$ cat src/rtl/hyperram_pkg.sv
// Shared types and helpers for the HyperBus DDR sequencer: FSM states and
// the 48-bit command/address word layout.
package hyperram_pkg;

  typedef enum logic [2:0] {
    ST_IDLE     = 3'd0,
    ST_CS_SETUP = 3'd1,
    ST_CA       = 3'd2,
    ST_LATENCY  = 3'd3,
    ST_WRITE    = 3'd4,
    ST_READ     = 3'd5,
    ST_CS_HOLD  = 3'd6,
    ST_RECOVER  = 3'd7
  } state_t;

  localparam int CA_WORDS   = 3;
  localparam int DATA_WORDS = 2;

  localparam int CA_RW_BIT    = 47;
  localparam int CA_AS_BIT    = 46;
  localparam int CA_BURST_BIT = 45;
  localparam int CA_ROW_HI    = 44;
  localparam int CA_ROW_LO    = 16;
  localparam int CA_COL_HI    = 2;

  // Memory space, linear burst; upper address bits go to the row field,
  // the low three bits select the half-page column.
  function automatic logic [47:0] build_ca(input logic we, input logic [21:0] addr);
    logic [47:0] ca;
    ca                         = '0;
    ca[CA_RW_BIT]              = ~we;
    ca[CA_AS_BIT]              = 1'b0;
    ca[CA_BURST_BIT]           = 1'b1;
    ca[CA_ROW_HI:CA_ROW_LO]    = 29'(addr[21:3]);
    ca[CA_COL_HI:0]            = addr[2:0];
    return ca;
  endfunction

endpackage

$ cat src/rtl/hyperram_ddr_seq.sv
// Single-transaction HyperBus sequencer producing registered D0/D1 pairs for
// the output DDR cells and collecting read words from the input DDR cells.
module hyperram_ddr_seq
  import hyperram_pkg::*;
#(
  parameter int LAT_CYC     = 12,
  parameter int RECOVER_CYC = 4,
  parameter int TIMEOUT     = 32
) (
  input  logic        SCLK,
  input  logic        RST,
  input  logic        req_valid,
  output logic        req_ready,
  input  logic        req_we,
  input  logic [21:0] req_addr,
  input  logic [31:0] req_wdata,
  output logic        rsp_valid,
  output logic [31:0] rsp_rdata,
  output logic        rsp_err,
  output logic        cs_n,
  output logic        ck_d0,
  output logic        ck_d1,
  output logic [7:0]  dq_d0,
  output logic [7:0]  dq_d1,
  output logic        dq_oe,
  output logic        rwds_d0,
  output logic        rwds_d1,
  output logic        rwds_oe,
  input  logic [7:0]  dq_q0,
  input  logic [7:0]  dq_q1,
  input  logic        rwds_q0,
  input  logic        rwds_q1
);

  state_t      state_q, state_d;
  logic [7:0]  cnt_q, cnt_d;
  logic        we_q, we_d;
  logic [47:0] ca_q, ca_d;
  logic [31:0] wdata_q, wdata_d;
  logic [15:0] rd_hi_q, rd_hi_d;
  logic        got_first_q, got_first_d;

  logic        rsp_valid_q, rsp_valid_d;
  logic [31:0] rsp_rdata_q, rsp_rdata_d;
  logic        rsp_err_q, rsp_err_d;
  logic        cs_n_q, cs_n_d;
  logic        ck_d0_q, ck_d0_d;
  logic        ck_d1_q, ck_d1_d;
  logic [7:0]  dq_d0_q, dq_d0_d;
  logic [7:0]  dq_d1_q, dq_d1_d;
  logic        dq_oe_q, dq_oe_d;
  logic        rwds_oe_q, rwds_oe_d;

  logic        word_valid;

  assign req_ready  = (state_q == ST_IDLE) && !RST;
  assign word_valid = rwds_q0 ^ rwds_q1;

  // Next state and counter.
  always_comb begin
    state_d     = state_q;
    cnt_d       = cnt_q;
    we_d        = we_q;
    ca_d        = ca_q;
    wdata_d     = wdata_q;
    rd_hi_d     = rd_hi_q;
    got_first_d = got_first_q;
    rsp_rdata_d = rsp_rdata_q;
    rsp_err_d   = rsp_err_q;

    unique case (state_q)
      ST_IDLE: begin
        if (req_valid && req_ready) begin
          we_d    = req_we;
          ca_d    = build_ca(req_we, req_addr);
          wdata_d = req_wdata;
          state_d = ST_CS_SETUP;
        end
      end
      ST_CS_SETUP: begin
        state_d = ST_CA;
        cnt_d   = 8'(CA_WORDS - 1);
      end
      ST_CA: begin
        if (cnt_q == 8'd0) begin
          state_d = ST_LATENCY;
          cnt_d   = 8'(LAT_CYC - 1);
        end else begin
          cnt_d = cnt_q - 8'd1;
        end
      end
      ST_LATENCY: begin
        if (cnt_q == 8'd0) begin
          got_first_d = 1'b0;
          if (we_q) begin
            state_d = ST_WRITE;
            cnt_d   = 8'(DATA_WORDS - 1);
          end else begin
            state_d = ST_READ;
            cnt_d   = 8'(TIMEOUT - 1);
          end
        end else begin
          cnt_d = cnt_q - 8'd1;
        end
      end
      ST_WRITE: begin
        if (cnt_q == 8'd0) begin
          state_d     = ST_CS_HOLD;
          rsp_rdata_d = '0;
          rsp_err_d   = 1'b0;
        end else begin
          cnt_d = cnt_q - 8'd1;
        end
      end
      ST_READ: begin
        cnt_d = cnt_q - 8'd1;
        if (word_valid && got_first_q) begin
          state_d     = ST_CS_HOLD;
          rsp_rdata_d = {rd_hi_q, dq_q0, dq_q1};
          rsp_err_d   = 1'b0;
        end else begin
          if (word_valid) begin
            rd_hi_d     = {dq_q0, dq_q1};
            got_first_d = 1'b1;
          end
          // A word arriving on the last cycle still leaves the second missing.
          if (cnt_q == 8'd0) begin
            state_d     = ST_CS_HOLD;
            rsp_rdata_d = '0;
            rsp_err_d   = 1'b1;
          end
        end
      end
      ST_CS_HOLD: begin
        state_d = ST_RECOVER;
        cnt_d   = 8'(RECOVER_CYC - 1);
      end
      ST_RECOVER: begin
        if (cnt_q == 8'd0) begin
          state_d = ST_IDLE;
        end else begin
          cnt_d = cnt_q - 8'd1;
        end
      end
      default: state_d = ST_IDLE;
    endcase
  end

  // Pin values are decoded from the next state so they reach the DDR cells
  // one clock ahead of the pad.
  always_comb begin
    rsp_valid_d = (state_d == ST_CS_HOLD);
    cs_n_d      = (state_d == ST_IDLE) || (state_d == ST_RECOVER);
    ck_d0_d     = 1'b0;
    ck_d1_d     = (state_d == ST_CA) || (state_d == ST_LATENCY) ||
                  (state_d == ST_WRITE) || (state_d == ST_READ);
    dq_oe_d     = (state_d == ST_CA) || (state_d == ST_WRITE);
    rwds_oe_d   = (state_d == ST_WRITE);
    dq_d0_d     = 8'h00;
    dq_d1_d     = 8'h00;

    if (state_d == ST_CA) begin
      unique case (cnt_d[1:0])
        2'd2:    begin dq_d0_d = ca_d[47:40]; dq_d1_d = ca_d[39:32]; end
        2'd1:    begin dq_d0_d = ca_d[31:24]; dq_d1_d = ca_d[23:16]; end
        default: begin dq_d0_d = ca_d[15:8];  dq_d1_d = ca_d[7:0];   end
      endcase
    end else if (state_d == ST_WRITE) begin
      if (cnt_d[0]) begin
        dq_d0_d = wdata_d[31:24];
        dq_d1_d = wdata_d[23:16];
      end else begin
        dq_d0_d = wdata_d[15:8];
        dq_d1_d = wdata_d[7:0];
      end
    end
  end

  always_ff @(posedge SCLK) begin
    if (RST) begin
      state_q     <= ST_IDLE;
      cnt_q       <= '0;
      we_q        <= 1'b0;
      ca_q        <= '0;
      wdata_q     <= '0;
      rd_hi_q     <= '0;
      got_first_q <= 1'b0;
      rsp_valid_q <= 1'b0;
      rsp_rdata_q <= '0;
      rsp_err_q   <= 1'b0;
      cs_n_q      <= 1'b1;
      ck_d0_q     <= 1'b0;
      ck_d1_q     <= 1'b0;
      dq_d0_q     <= '0;
      dq_d1_q     <= '0;
      dq_oe_q     <= 1'b0;
      rwds_oe_q   <= 1'b0;
    end else begin
      state_q     <= state_d;
      cnt_q       <= cnt_d;
      we_q        <= we_d;
      ca_q        <= ca_d;
      wdata_q     <= wdata_d;
      rd_hi_q     <= rd_hi_d;
      got_first_q <= got_first_d;
      rsp_valid_q <= rsp_valid_d;
      rsp_rdata_q <= rsp_rdata_d;
      rsp_err_q   <= rsp_err_d;
      cs_n_q      <= cs_n_d;
      ck_d0_q     <= ck_d0_d;
      ck_d1_q     <= ck_d1_d;
      dq_d0_q     <= dq_d0_d;
      dq_d1_q     <= dq_d1_d;
      dq_oe_q     <= dq_oe_d;
      rwds_oe_q   <= rwds_oe_d;
    end
  end

  // No byte masking on writes, so RWDS data is always low.
  assign rwds_d0   = 1'b0;
  assign rwds_d1   = 1'b0;
  assign rsp_valid = rsp_valid_q;
  assign rsp_rdata = rsp_rdata_q;
  assign rsp_err   = rsp_err_q;
  assign cs_n      = cs_n_q;
  assign ck_d0     = ck_d0_q;
  assign ck_d1     = ck_d1_q;
  assign dq_d0     = dq_d0_q;
  assign dq_d1     = dq_d1_q;
  assign dq_oe     = dq_oe_q;
  assign rwds_oe   = rwds_oe_q;

endmodule

$ cat config.mk
export PLATFORM = sky130hd
export DESIGN_NAME = hyperram_ddr_seq
export DESIGN_NICKNAME = d
export VERILOG_FILES = /design/src/rtl/hyperram_pkg.sv /design/src/rtl/hyperram_ddr_seq.sv
export SDC_FILE = /design/constraint.sdc
export NUM_CORES = 1
export LEC_CHECK = 0
export CAP_MARGIN = 5
export CORE_UTILIZATION = 55
export CTS_BUF_LIST = sky130_fd_sc_hd__clkbuf_8
export DETAILED_ROUTE_END_ITERATION = 8
export GPL_ROUTABILITY_DRIVEN = 1
export PLACE_DENSITY = 0.85
export SYNTH_ARGS = -nofsm -noshare
export SYNTH_HDL_FRONTEND = slang
export SYNTH_SLANG_ARGS = --single-unit
export TNS_END_PERCENT = 1
$ cat constraint.sdc
create_clock -name SCLK -period 5.46 [get_ports SCLK]
set_input_delay 0.819 -clock SCLK [delete_from_list [all_inputs] [get_ports SCLK]]
set_output_delay 0.819 -clock SCLK [all_outputs]
set_load 0.03 [all_outputs]
==> reports/results.txt <==
Run status -> complete, no violations
Bufs and invs on worst path -> 3
GP Congestion -> 0.8462
Prevailing post-synth register cell -> dfxtp_1
Clk_skew -> 0.01228 ns
Pwr per Cell Area -> 349.7 nW/µm²
Total Wirelength -> 15.81 mm
ANT cells -> 0
Postcts setup bufs -> 0
Drt first pass iters -> 5
R2R Path End -> dq_d0[1]
Root Driver -> clkbuf_8
Slew Limit Headroom -> 0.1781
Die H -> 110.7 µm
Placed Cells -> 899
Yosys warns -> 0
Worst-skew pair later-pin latency -> 0.47 ns
Leading post-synthesis cells by cell area -> dfxtp_1, mux2i_1, mux2_2
Finish-stage setup viols -> 0
Post-DP HPWL -> 10.60 mm
Worst Setup End Kind -> flip-flop
Critical path's most frequent cell -> ha_1
HP Class -> flip-flop to flip-flop
Total GRT Usage -> 0.2648
Crit-path cells -> inv_1 > ha_1 > or3b_2 > nor2_8 > inv_4 > ha_1 > nand3b_1 > o31ai_1 > a21oi_2 > inv_1 > ha_1 > nor2_1 > o21ai_0 > o22ai_1
Fmax -> 0.2179 GHz
Core ar. -> 11470 µm²
Post-synthesis cell area -> 6499 µm²
Worst slew pin tran -> 1.233 ns
CP Depth -> 14
Crit-path max FO -> 23
R2R setup slack -> 0.87 ns
DRT iter0 DRCs -> 352
Drt wl/cell -> 16.98 µm
Yosys top cell area share -> 0.5021
CTS resizes -> 0
Pins Over Slew Limit -> 0
R2R depth -> 14
TritonCTS Sinks -> 163
CTS H-tree depth -> 4
Initial Util -> 0.5667
Top-Level Pins -> 134
Largest net degree at the start of global routing -> 65
Worst path max stage delay -> 0.91 ns
PortBufs -> 130
CP required -> 5.85 ns
First-pass GRT wire length -> 25.95 mm
CTS tree -> done
Die X -> 110.7 µm
Vias -> 5326
RSZ-0062 raised after global routing -> false
CTS Buf Count -> 17
Final non-filler cell total -> 931
Reg2reg start -> cnt_q[0]
Clock buffer depth -> 2
Setup TNS -> 0 ns
Syn-to-layout area delta -> 25.66%
Remaining antenna violation count -> 0
Yosys top cell by area -> dfxtp_1
Std-Cell Rows -> 39
Critical Path Source -> cnt_q[0]
Distinct cells, synth -> 61
Post-synth ARST share -> 0
Top-count cell post-synth -> dfxtp_1
Critical-path top delay cell -> a21oi_2
DRC viols -> 0
Family with the most delay on the worst path -> compound AO/OA/AOI/OAI gates
Kind of start point of the critical path -> flip-flop
Die area -> 12250 µm²
Final Hold Viols -> 0
Layout cells sized above 1 -> 0.1053
Number of synthesized flops with an enable pin -> 0
Mapped Cells -> 669
WS Path Type -> flip-flop to flip-flop
Overflow after GRT -> 0
Crit share post-route -> 0.8407
# nets final -> 856
Final Critical Period -> 4.590 ns
Antenna violations before repair -> 0
VDD IR max -> 0.0002300 V
Syn avg cell area -> 9.714 µm²
Register area share after synthesis -> 0.5021
Vias per cell -> 5.721
Leakage -> 2.956 nW
Max-Cap Viols -> 0
# hold bufs at CTS -> 0
Clk slew on worst S/H paths -> 0.10 ns
Most instantiated cells after synthesis -> dfxtp_1, nor2_1, nand2_1, mux2i_1, a21oi_1
Setup crit end -> dq_d0[1]
Synth Register Bits -> 163
Vias in the first global route -> 5119
Crit path DAT -> 4.98 ns
[layout make-up]
| type | count | area [µm²] |
|---|---|---|
| repair buffers | 135 | 1336 |
| clock inverters | 15 | 151.4 |
| multi-input cells | 447 | 2959 |
| fillers | 802 | 3301 |
| flip-flops and latches | 163 | 3263 |
| inverters | 11 | 43.79 |
| clock buffers | 17 | 234.0 |
| well taps | 143 | 178.9 |
[cells by family (layout without fill, tap and decap cells)]
| group | after synthesis | in the layout | share of synthesized area |
|---|---|---|---|
| flops | 163 | 163 | 0.5021 |
| simple gates | 217 | 217 | 0.1637 |
| mux | 70 | 70 | 0.1132 |
| buf+inv | 61 | 178 | 0.04698 |
| fa+ha+maj | 5 | 5 | 0.009626 |
| other cells | 1 | 3 | 0.0005770 |
| xor+xnor | 5 | 5 | 0.006740 |
| compound gates | 147 | 147 | 0.1571 |
[worst min-delay path by stage]
| stage | startpoint | endpoint | cells past startpoint |
|---|---|---|---|
| after detailed placement | ca_q[5] | ca_q[5] | 1 |
| after floorplan | ca_q[10] | ca_q[10] | 1 |
| after global routing | rd_hi_q[15] | rd_hi_q[15] | 2 |
| after global placement | ca_q[13] | ca_q[13] | 1 |
| after CTS | rd_hi_q[9] | rd_hi_q[9] | 2 |
| final | ca_q[5] | ca_q[5] | 1 |
[cells in the final DEF, fill, tap and decap left out, types with 5 or more instances in the layout]
cell type,instances
a221oi_1,12
and2_1,26
nand2_1,51
o21ai_0,20
clkdlybuf4s50_1,129
nor2_1,83
nand2b_1,6
buf_4,6
a21oi_1,34
dfxtp_1,163
nor2b_1,23
clkbuf_8,17
nand3_1,5
inv_1,10
ha_1,5
o22ai_1,12
mux2_2,28
inv_6,6
mux2i_1,42
a22oi_1,32
[per-layer routing]
layer,global-route usage,share of wire,vias to the layer above
met4,0.1156,0.023,0
met1,0.3649,0.46,2511
met3,0.07600,0.074,31
met2,0.3863,0.44,241
met5,0,0,-
li1,-,-,2543
[report_power, final]
part	total (mW)	internal [mW]	leakage, nW	switching (mW)
combinational	0.722	0.301	1.45	0.421
clock	0.850	0.372	0.189	0.478
sequential	1.28	1.24	1.32	0.0394
[worst register-to-register path, delay by kind of cell, from the launching register on]
family | cells | cell delay [ns]
adder cells (fa/ha/maj) | 3 | 0.96
buffers and inverters | 3 | 0.37
AO/OA/AOI/OAI | 4 | 1.41
flip-flops | 1 | 0.37
AND/OR/NAND/NOR | 4 | 1.39
[state kept, by name, summed over array words and instances, names as in the netlist]
name         cells
cnt_q            8
wdata_q         32
rsp_err          1
ck_d1            1
rsp_valid        1
ca_q            48
got_first_q      1
cs_n             1
rwds_oe          1
dq_d0            8
rd_hi_q         16
rsp_rdata       32
dq_oe            1
dq_d1            8
state_q          3
we_q             1
[metrics by stage]
step	power (mW)	utilization	instance area [µm²]	hold WS, ns	setup slack [ns]
floorplan	1.833	-	6506	0.4229	1.955
global placement	1.984	0.6786	7781	0.4387	1.259
detailed placement	2.015	0.6786	7781	0.4392	0.9481
CTS	2.854	0.7122	8167	0.4592	0.8982
global route	2.983	0.7122	8167	0.4749	0.5041
finish	2.856	0.7122	8167	0.4600	0.8698
(Power assumes the default switching activity.)
